File: src/rtl/fwd_hazard_unit.sv
// Forwarding / load-use interlock unit for the MIPS pipeline.
// A shift register tracks in-flight destinations: slot 0 is EXE and slot FWD_DEPTH is the
// oldest result-producing stage. ID sources are checked against slots 0..FWD_DEPTH-1 to decide
// load-use stalls, and EXE sources are checked against slots 1..FWD_DEPTH to pick the operand.
module fwd_hazard_unit #(
  parameter int DATA_W    = 32,
  parameter int REG_AW    = 5,
  parameter int FWD_DEPTH = 3,
  parameter int LOAD_LAT  = 1
) (
  input  logic                              clk,
  input  logic                              rst_n,
  input  logic                              pipe_en,
  input  logic                              flush,
  input  logic                              id_valid,
  input  logic [REG_AW-1:0]                 id_rs_addr,
  input  logic [REG_AW-1:0]                 id_rt_addr,
  input  logic                              id_rs_used,
  input  logic                              id_rt_used,
  input  logic                              id_wen,
  input  logic [REG_AW-1:0]                 id_waddr,
  input  logic                              id_is_load,
  input  logic [DATA_W-1:0]                 exe_rs_data,
  input  logic [DATA_W-1:0]                 exe_rt_data,
  input  logic [FWD_DEPTH*DATA_W-1:0]       slot_data,
  output logic                              stall,
  output logic [$clog2(FWD_DEPTH+1)-1:0]    fwd_a_sel,
  output logic [$clog2(FWD_DEPTH+1)-1:0]    fwd_b_sel,
  output logic [DATA_W-1:0]                 exe_opa,
  output logic [DATA_W-1:0]                 exe_opb,
  output logic [31:0]                       stall_cnt,
  output logic                              hazard_err
);

  localparam int SEL_W = $clog2(FWD_DEPTH+1);

  logic [FWD_DEPTH:0] s_valid;
  logic [FWD_DEPTH:0] s_wen;
  logic [FWD_DEPTH:0] s_load;
  logic [REG_AW-1:0]  s_waddr [0:FWD_DEPTH];
  logic [REG_AW-1:0]  s0_rs;
  logic [REG_AW-1:0]  s0_rt;
  logic               s0_rs_used;
  logic               s0_rt_used;

  logic rs_hit, rt_hit, rs_stall, rt_stall;
  logic a_hit, b_hit, a_bad, b_bad;
  logic issue;

  // Load-use check: the youngest matching producer decides; it stalls only if it would still be
  // an unready load one slot further down when the consumer reaches EXE.
  always_comb begin
    rs_hit   = 1'b0;
    rt_hit   = 1'b0;
    rs_stall = 1'b0;
    rt_stall = 1'b0;
    for (int k = 0; k < FWD_DEPTH; k++) begin
      if (!rs_hit && s_valid[k] && s_wen[k] && s_waddr[k] == id_rs_addr) begin
        rs_hit   = 1'b1;
        rs_stall = s_load[k] && (k + 1 < 1 + LOAD_LAT);
      end
      if (!rt_hit && s_valid[k] && s_wen[k] && s_waddr[k] == id_rt_addr) begin
        rt_hit   = 1'b1;
        rt_stall = s_load[k] && (k + 1 < 1 + LOAD_LAT);
      end
    end
    stall = id_valid && !flush &&
            ((id_rs_used && id_rs_addr != '0 && rs_stall) ||
             (id_rt_used && id_rt_addr != '0 && rt_stall));
    issue = id_valid && !stall && !flush;
  end

  // Operand select for EXE: youngest producer in slots 1..FWD_DEPTH wins, register 0 never forwards.
  always_comb begin
    a_hit     = 1'b0;
    b_hit     = 1'b0;
    a_bad     = 1'b0;
    b_bad     = 1'b0;
    fwd_a_sel = '0;
    fwd_b_sel = '0;
    exe_opa   = exe_rs_data;
    exe_opb   = exe_rt_data;
    for (int j = 1; j <= FWD_DEPTH; j++) begin
      if (!a_hit && s0_rs_used && s0_rs != '0 && s_valid[j] && s_wen[j] && s_waddr[j] == s0_rs) begin
        a_hit     = 1'b1;
        fwd_a_sel = SEL_W'(j);
        exe_opa   = slot_data[(j-1)*DATA_W +: DATA_W];
        a_bad     = s_load[j] && (j < 1 + LOAD_LAT);
      end
      if (!b_hit && s0_rt_used && s0_rt != '0 && s_valid[j] && s_wen[j] && s_waddr[j] == s0_rt) begin
        b_hit     = 1'b1;
        fwd_b_sel = SEL_W'(j);
        exe_opb   = slot_data[(j-1)*DATA_W +: DATA_W];
        b_bad     = s_load[j] && (j < 1 + LOAD_LAT);
      end
    end
  end

  // Slot shift register, stall counter and sticky hazard flag; a frozen pipeline holds everything.
  always_ff @(posedge clk) begin
    if (!rst_n) begin
      s_valid    <= '0;
      s_wen      <= '0;
      s_load     <= '0;
      for (int j = 0; j <= FWD_DEPTH; j++) s_waddr[j] <= '0;
      s0_rs      <= '0;
      s0_rt      <= '0;
      s0_rs_used <= 1'b0;
      s0_rt_used <= 1'b0;
      stall_cnt  <= '0;
      hazard_err <= 1'b0;
    end else begin
      if (a_bad || b_bad) hazard_err <= 1'b1;
      if (pipe_en) begin
        for (int j = FWD_DEPTH; j >= 1; j--) begin
          s_valid[j] <= s_valid[j-1];
          s_wen[j]   <= s_wen[j-1];
          s_load[j]  <= s_load[j-1];
          s_waddr[j] <= s_waddr[j-1];
        end
        if (flush) s_valid[1] <= 1'b0;
        s_valid[0]  <= issue;
        s_wen[0]    <= issue && id_wen;
        s_load[0]   <= issue && id_is_load;
        s_waddr[0]  <= issue ? id_waddr : '0;
        s0_rs       <= issue ? id_rs_addr : '0;
        s0_rt       <= issue ? id_rt_addr : '0;
        s0_rs_used  <= issue && id_rs_used;
        s0_rt_used  <= issue && id_rt_used;
        if (stall && stall_cnt != 32'hFFFF_FFFF) stall_cnt <= stall_cnt + 32'd1;
      end
    end
  end

endmodule

File: config.mk
export PLATFORM = sky130hd
export DESIGN_NAME = fwd_hazard_unit
export DESIGN_NICKNAME = d
export VERILOG_FILES = /design/src/rtl/fwd_hazard_unit.sv
export SDC_FILE = /design/constraint.sdc
export NUM_CORES = 1
export LEC_CHECK = 0
export CORE_ASPECT_RATIO = 1.1
export CORE_MARGIN = 4
export CORE_UTILIZATION = 43
export CTS_CLUSTER_DIAMETER = 60
export CTS_CLUSTER_SIZE = 25
export DETAILED_ROUTE_END_ITERATION = 8
export PLACE_DENSITY = 0.89
export SLEW_MARGIN = 20
export SYNTH_ARGS = -nofsm -noshare
export SYNTH_HDL_FRONTEND = slang
export SYNTH_SLANG_ARGS = --single-unit
File: constraint.sdc
create_clock -name clk -period 2.86 [get_ports clk]
set_input_delay 0.429 -clock clk [delete_from_list [all_inputs] [get_ports clk]]
set_output_delay 0.429 -clock clk [all_outputs]
set_load 0.02 [all_outputs]
==> results of run 1 <==
==> worst max path at each step <==
stage | to | depth (start not counted)
finish | exe_opa[9] | 12
global route | exe_opa[9] | 12
CTS | exe_opb[4] | 10
detailed placement | exe_opb[8] | 8
global placement | exe_opb[8] | 8
floorplan | exe_opb[10] | 7
==> Yosys cell counts (7+ instances only) <==
| cell | n | share of area |
|---|---|---|
| nand2_1 | 87 | 0.051 |
| mux2i_1 | 62 | 0.096 |
| mux2_4 | 58 | 0.14 |
| dfxtp_1 | 55 | 0.17 |
| mux2_2 | 54 | 0.094 |
| o21ai_1 | 31 | 0.024 |
| clkbuf_1 | 29 | 0.017 |
| nand2b_1 | 27 | 0.026 |
| xnor2_1 | 24 | 0.033 |
| edfxtp_1 | 20 | 0.093 |
| and3_1 | 19 | 0.018 |
| nor4_1 | 19 | 0.018 |
| mux2_1 | 16 | 0.028 |
| nand4_1 | 16 | 0.016 |
| nor2_1 | 16 | 0.0093 |
| nand3_1 | 15 | 0.012 |
| nor3_1 | 14 | 0.011 |
| a22o_1 | 13 | 0.018 |
| buf_2 | 13 | 0.010 |
| xor2_1 | 13 | 0.018 |
| a21oi_1 | 8 | 0.0062 |
| buf_6 | 7 | 0.012 |
| inv_1 | 7 | 0.0041 |
==> routing by layer <==
metal,vias up,share of wire,GRT usage
li1,3155,-,-
met5,-,0.0011,0
met2,464,0.48,0.565
met4,4,0.073,0.180
met1,3485,0.35,0.353
met3,166,0.093,0.0806
==> power breakdown <==
part	switching (W)	internal (W)	leakage, nW
clock	0.000428	0.000674	0.138
sequential	0.0000301	0.00112	0.667
combinational	0.000355	0.000529	3.97
==> area by class of cell <==
cell class | count | area (sq um)
multi-input combinational | 543 | 4820
clock buffer | 13 | 240
inverter | 7 | 26.3
sequential | 75 | 1710
clock inverter | 3 | 40.0
antenna | 9 | 22.5
timing repair buffer | 377 | 3900
fill | 900 | 3560
tap | 192 | 240
==> cells by family after synthesis <==
kind of cell | after synthesis
muxes | 190
DFF | 75
AOI/OAI and AO/OA | 69
and+or+nand+nor | 245
buffers and inverters | 64
adders and majority gates | 1
xor gates and xnor gates | 38
==> metrics by stage <==
stage	std cells	hold WS [ns]	power [W]	TNS (ns)
2_1_floorplan	682	0.442	0.00147	0
3_3_place_gp	1166	0.437	0.00191	-15.86
3_5_place_dp	1166	0.446	0.00193	-18.07
4_1_cts	1209	0.455	0.00304	-17.47
5_1_grt	1215	0.483	0.00322	-25.52
6_report	1219	0.450	0.00313	-21.09
==> timing repair <==
| action | in CTS | in global routing |
|---|---|---|
| gates cloned | 10 | 2 |
| setup buffers | 18 | 4 |
| endpoints found under the setup margin | 69 | 69 |
| pin swaps | 13 | 26 |
| resized for setup | 443 | 68 |
==> registers in the layout, indices dropped and copies added (netlist names) <==
name / flops
s_valid: 4
hazard_err: 1
s0_rt: 5
s0_rs_used: 1
stall_cnt: 32
s_wen: 4
s0_rt_used: 1
s_waddr: 20
s_load: 2
s0_rs: 5
==> worst reg2reg max path, delay by kind of cell, from the launching register on <==
family / cells / cell delay [ns]
AND/OR/NAND/NOR: 3 / 0.83
buffers and inverters: 2 / 0.36
flip-flops: 1 / 0.48
AO/OA/AOI/OAI: 3 / 0.59
==> qor.yml, run 1 <==
outcome: "finished with violations"
violations: "negative setup slack"
layout_commonest_cell: "clkdlybuf4s50_1"
avgSynthCellArea_sq_um: 9.44
cts.clk_slew.worst_paths_ns: 0.05
synthSimpleGateAreaFrac: 0.203
vias: 7274
ir_worst_vdd_mv: 0.436
drtIter0Drc: 605
nNetsFinal: 1198
io_buffer_count: 285
grt_usage: 0.320
numCtsBuffers: 9
max_freq_mhz: 303
async_reset_ff_frac: 0
grt_pass1_vias: 7267
holdPathStages: 2
wl_per_cell_um: 26.0
crit_path_top_delay_cell: "edfxtp_1"
ant_nets: 0
syn_area_sq_mm: 0.00644
die_area_sq_mm: 0.0170
synthCells: 682
gr-total-overflow: 0
min_from: "hazard_err$_SDFFE_PN0P_"
max_slew_margin: 0.485
cts_tree: "done"
hold_path_end: "hazard_err$_SDFFE_PN0P_"
dr.pass1.iters: 6
core_area_sq_mm: 0.0146
hold_path_class: "reg -> reg"
power.leakage_nw: 4.77
ff2ff_setup_slack_ns: 0.54
clock_latency_ns: 0.33
finalCritPeriodShare: 1.15
synth_warnings: 0
grt_pass1_wl_mm: 42.7
viasPerCell: 5.97
wirelength_mm: 31.7
cellPowerDensity_mw_per_mm2: 285
clock-sinks: 75
synth_cell_types: 49
place_area_sq_mm: 0.00985
final_cell_mix: "clkdlybuf4s50_1, mux2_4, buf_4, nand2_1, mux2i_1"
report.final.slew_viol_count: 0
grt_max_degree: 69
setup_viol: 67
clockBufferDepth: 2
timing.rr.end: "stall_cnt[2]$_SDFFE_PN0P_"
required_ns: 2.43
r2r-start: "s_waddr[0][4]$_SDFFCE_PN0P_"
routabilityCongestion: 0.958
worstPathCellList: "buf_6 -> xnor2_4 -> nand2_2 -> nor4b_4 -> buf_6 -> buf_12 -> buf_16 -> buf_12 -> mux2_4 -> mux2i_1 -> o21ai_1 -> buf_4"
synth-edff-count: 20
htreeDepth: 3
synth-compound-area-share: 0.0678
dp_hpwl_mm: 19.3
drv_cap: 0
setup_ws_ns: -0.438
critical_path_class: "reg -> out"
io_pins: 286
hold_viol_final: 0
final_layout_size_suffix_gt1_frac: 0.334
path_delay_family: "buffers and inverters"
startpoint: "s_waddr[1][3]$_SDFFCE_PN0P_"
final.min_clock_period_ns: 3.30
synthAdderAreaFrac: 0.00194
synth_top_family_by_area: "multiplexers"
post-route-util: 0.756
rsz0062_at_grt: "yes"
synth-seq-cells: 75
finClkSkew_ns: 0.00672
cts_root_buf: "clkbuf_16"
fp.dieW_um: 125
reg2regPathDepth: 8
num_rows: 46
ys.flop_type: "dfxtp_1"
crit_buf_inv: 6
cpPeakStageDelay_ns: 0.47
crit_path_end_kind: "primary output"
area_growth_pct: 70.9
synth.net_count: 867
critPathArrivalTime_ns: 2.87
synth_xor_area_frac: 0.0529
antenna_found_initial: 7
cts_hold_buf: 0
critPathMaxFanout: 4
tightest_slew_ns: 0.771
postLayoutCellArea_sq_mm: 0.0110
synth_mux_area_frac: 0.354
die_h_um: 136
yosysSeqAreaShare: 0.264
crit_path_start_kind: "flop"
initial_utilization: 0.442
drc: 0
dpl_worst_slack_ns: -0.365
Note: power is estimated with default switching activity, not from simulation.
==> run 2: changes to the inputs <==
GPL_ROUTABILITY_DRIVEN = 0   (was not set)
SLEW_MARGIN = not set   (was 20)
TNS_END_PERCENT = 20   (was not set)
==> qor.yml, run 2 (synthesis results as in run 1) <==
final.min_clock_period_ns: 3.30  # +0.00550 ns
io_buffer_count: 285  # unchanged
cts_root_buf: "clkbuf_16"
crit_path_top_delay_cell: "edfxtp_1"
violations: "negative setup slack"
cts.clk_slew.worst_paths_ns: 0.06  # about the same
grt_pass1_wl_mm: 39.1  # -8.4%
setup_viol: 64  # -4.5%
area_growth_pct: 61.7
nNetsFinal: 1184  # -1.2%
startpoint: "s_waddr[1][0]$_SDFFCE_PN0P_"
clockBufferDepth: 2  # unchanged
worstPathCellList: "xnor2_2 -> nand2_1 -> nor4b_4 -> buf_6 -> buf_12 -> buf_16 -> mux2_2 -> mux2_4 -> mux2_4 -> buf_2"
viasPerCell: 5.67  # -5.1%
dp_hpwl_mm: 19.3  # -0.31%
initial_utilization: 0.442  # unchanged
critPathArrivalTime_ns: 2.87  # about the same
htreeDepth: 3  # unchanged
tns_ns: -21.18  # -0.0883 ns
finClkSkew_ns: 0.00901  # +0.00229 ns
wirelength_mm: 26.5  # -16%
max_slew_margin: 0.659  # +0.174
grt_max_degree: 41  # -41%
largest_register_ffs: 32  # unchanged
numCtsBuffers: 9  # unchanged
cts_tree: "done"
hold_path_class: "reg -> reg"
final_cell_mix: "clkdlybuf4s50_1, mux2_4, nand2_1, buf_4, mux2i_1"
cp.depth: 10  # -2
core_area_sq_mm: 0.0146  # unchanged
cellPowerDensity_mw_per_mm2: 296  # +4.0%
fp.dieW_um: 125  # unchanged
cp-endpoint: "exe_opb[2]"
clock_latency_ns: 0.33  # about the same
setup_ws_ns: -0.443  # -0.00550 ns
gr-total-overflow: 0  # unchanged
drc: 0  # unchanged
io_pins: 286  # unchanged
hold_viol_final: 0  # unchanged
report.final.slew_viol_count: 0  # unchanged
die_h_um: 136  # unchanged
reg2regPathDepth: 7  # -1
clock-sinks: 75  # unchanged
layout_commonest_cell: "clkdlybuf4s50_1"
max_freq_mhz: 303  # -0.17%
final_layout_size_suffix_gt1_frac: 0.306  # -0.0282
drv_cap: 0  # unchanged
regMostFlops: "stall_cnt"
dr.pass1.iters: 5  # -1
critPathMaxFanout: 8  # +4
critical_path_class: "reg -> out"
cts_hold_buf: 0  # unchanged
rsz0062_at_grt: "yes"
ir_worst_vdd_mv: 0.342  # -22%
cpPeakStageDelay_ns: 0.49  # +0.02 ns
place_area_sq_mm: 0.00978  # -0.64%
num_rows: 46  # unchanged
outcome: "finished with violations"
tightest_slew_ns: 0.511  # -0.261 ns
path_delay_family: "multiplexers"
crit_path_frequent_cell: "mux2_4"
reg.largest.list: "stall_cnt: 32 flops, s_waddr: 20 flops"
required_ns: 2.43  # about the same
crit_buf_inv: 4  # -2
fill_cells: 1047  # +16%
ant_nets: 0  # unchanged
grt_pass1_vias: 6875  # -5.4%
vias: 6821  # -6.2%
postLayoutCellArea_sq_mm: 0.0104  # -5.4%
ff2ff_setup_slack_ns: 0.59  # +0.05 ns
finalCritPeriodShare: 1.16  # +0.00192
crit_path_start_kind: "flop"
power.leakage_nw: 4.48  # -6.2%
drtIter0Drc: 410  # -32%
wl_per_cell_um: 22.0  # -15%
crit_path_end_kind: "primary output"
r2r-start: "s_waddr[0][4]$_SDFFCE_PN0P_"
die_area_sq_mm: 0.0170  # unchanged
antenna_found_initial: 10  # +3
grt_usage: 0.294  # -0.0267
timing.rr.end: "s_waddr[0][1]$_SDFFCE_PN0P_"
==> run 2: tightest hold or removal path, stage by stage (launching register included) <==
cell and delay [ns]:
dfxtp_1 0.31, inv_1 0.05, a21oi_1 0.05
==> run 2: cell type report <==
type | count | area [sq um] | share of cell area
inverter | 7 | 26.3 | 0.00252
multi-input combinational | 543 | 4610 | 0.443
clock buffer | 9 | 225 | 0.0216
clock inverter | 7 | 72.6 | 0.00697
tap | 192 | 240 | 0.0231
antenna | 8 | 20.0 | 0.00192
timing repair buffer | 363 | 3510 | 0.337
sequential | 75 | 1710 | 0.164
==> run 2: worst min-delay path by stage <==
stage	depth (start not counted)	slack [ns]	startpoint	to
2_1_floorplan	1	0.44	s_valid[0]$_SDFFE_PN0P_	s_valid[0]$_SDFFE_PN0P_
3_3_place_gp	2	0.44	hazard_err$_SDFFE_PN0P_	hazard_err$_SDFFE_PN0P_
3_5_place_dp	2	0.45	hazard_err$_SDFFE_PN0P_	hazard_err$_SDFFE_PN0P_
4_1_cts	2	0.46	hazard_err$_SDFFE_PN0P_	hazard_err$_SDFFE_PN0P_
5_1_grt	2	0.48	hazard_err$_SDFFE_PN0P_	hazard_err$_SDFFE_PN0P_
6_report	2	0.45	hazard_err$_SDFFE_PN0P_	hazard_err$_SDFFE_PN0P_
==> run 2: report_power, final <==
part	leakage [nW]	switching [W]	internal, W
Combinational	3.66	0.000313	0.000489
Sequential	0.666	0.0000297	0.00111
Clock	0.151	0.000454	0.000680
==> run 2: what timing repair did <==
| item | in CTS | in global routing |
|---|---|---|
| resized for setup | 325 | 66 |
| pin swaps | 6 | 5 |
| gates cloned | 4 | 0 |
| endpoints found under the setup margin | 69 | 69 |
| setup buffers | 14 | 2 |
==> run 2: per-layer routing <==
layer | part of all wire | vias up | global-route usage
met5 | 0.00094 | - | 0
met4 | 0.055 | 4 | 0.153
met3 | 0.086 | 96 | 0.0825
met2 | 0.49 | 365 | 0.512
met1 | 0.36 | 3226 | 0.327
li1 | - | 3130 | -
==> run 2: stage by stage <==
step,instances,setup WS (ns),hold WS [ns],power [W],util
2_1_floorplan,682,0.195,0.442,0.00147,-
3_3_place_gp,1163,-0.316,0.437,0.00191,0.672
3_5_place_dp,1163,-0.366,0.445,0.00193,0.672
4_1_cts,1197,-0.462,0.456,0.00304,0.703
5_1_grt,1204,-0.517,0.482,0.00318,0.715
6_report,1204,-0.443,0.455,0.00308,0.715
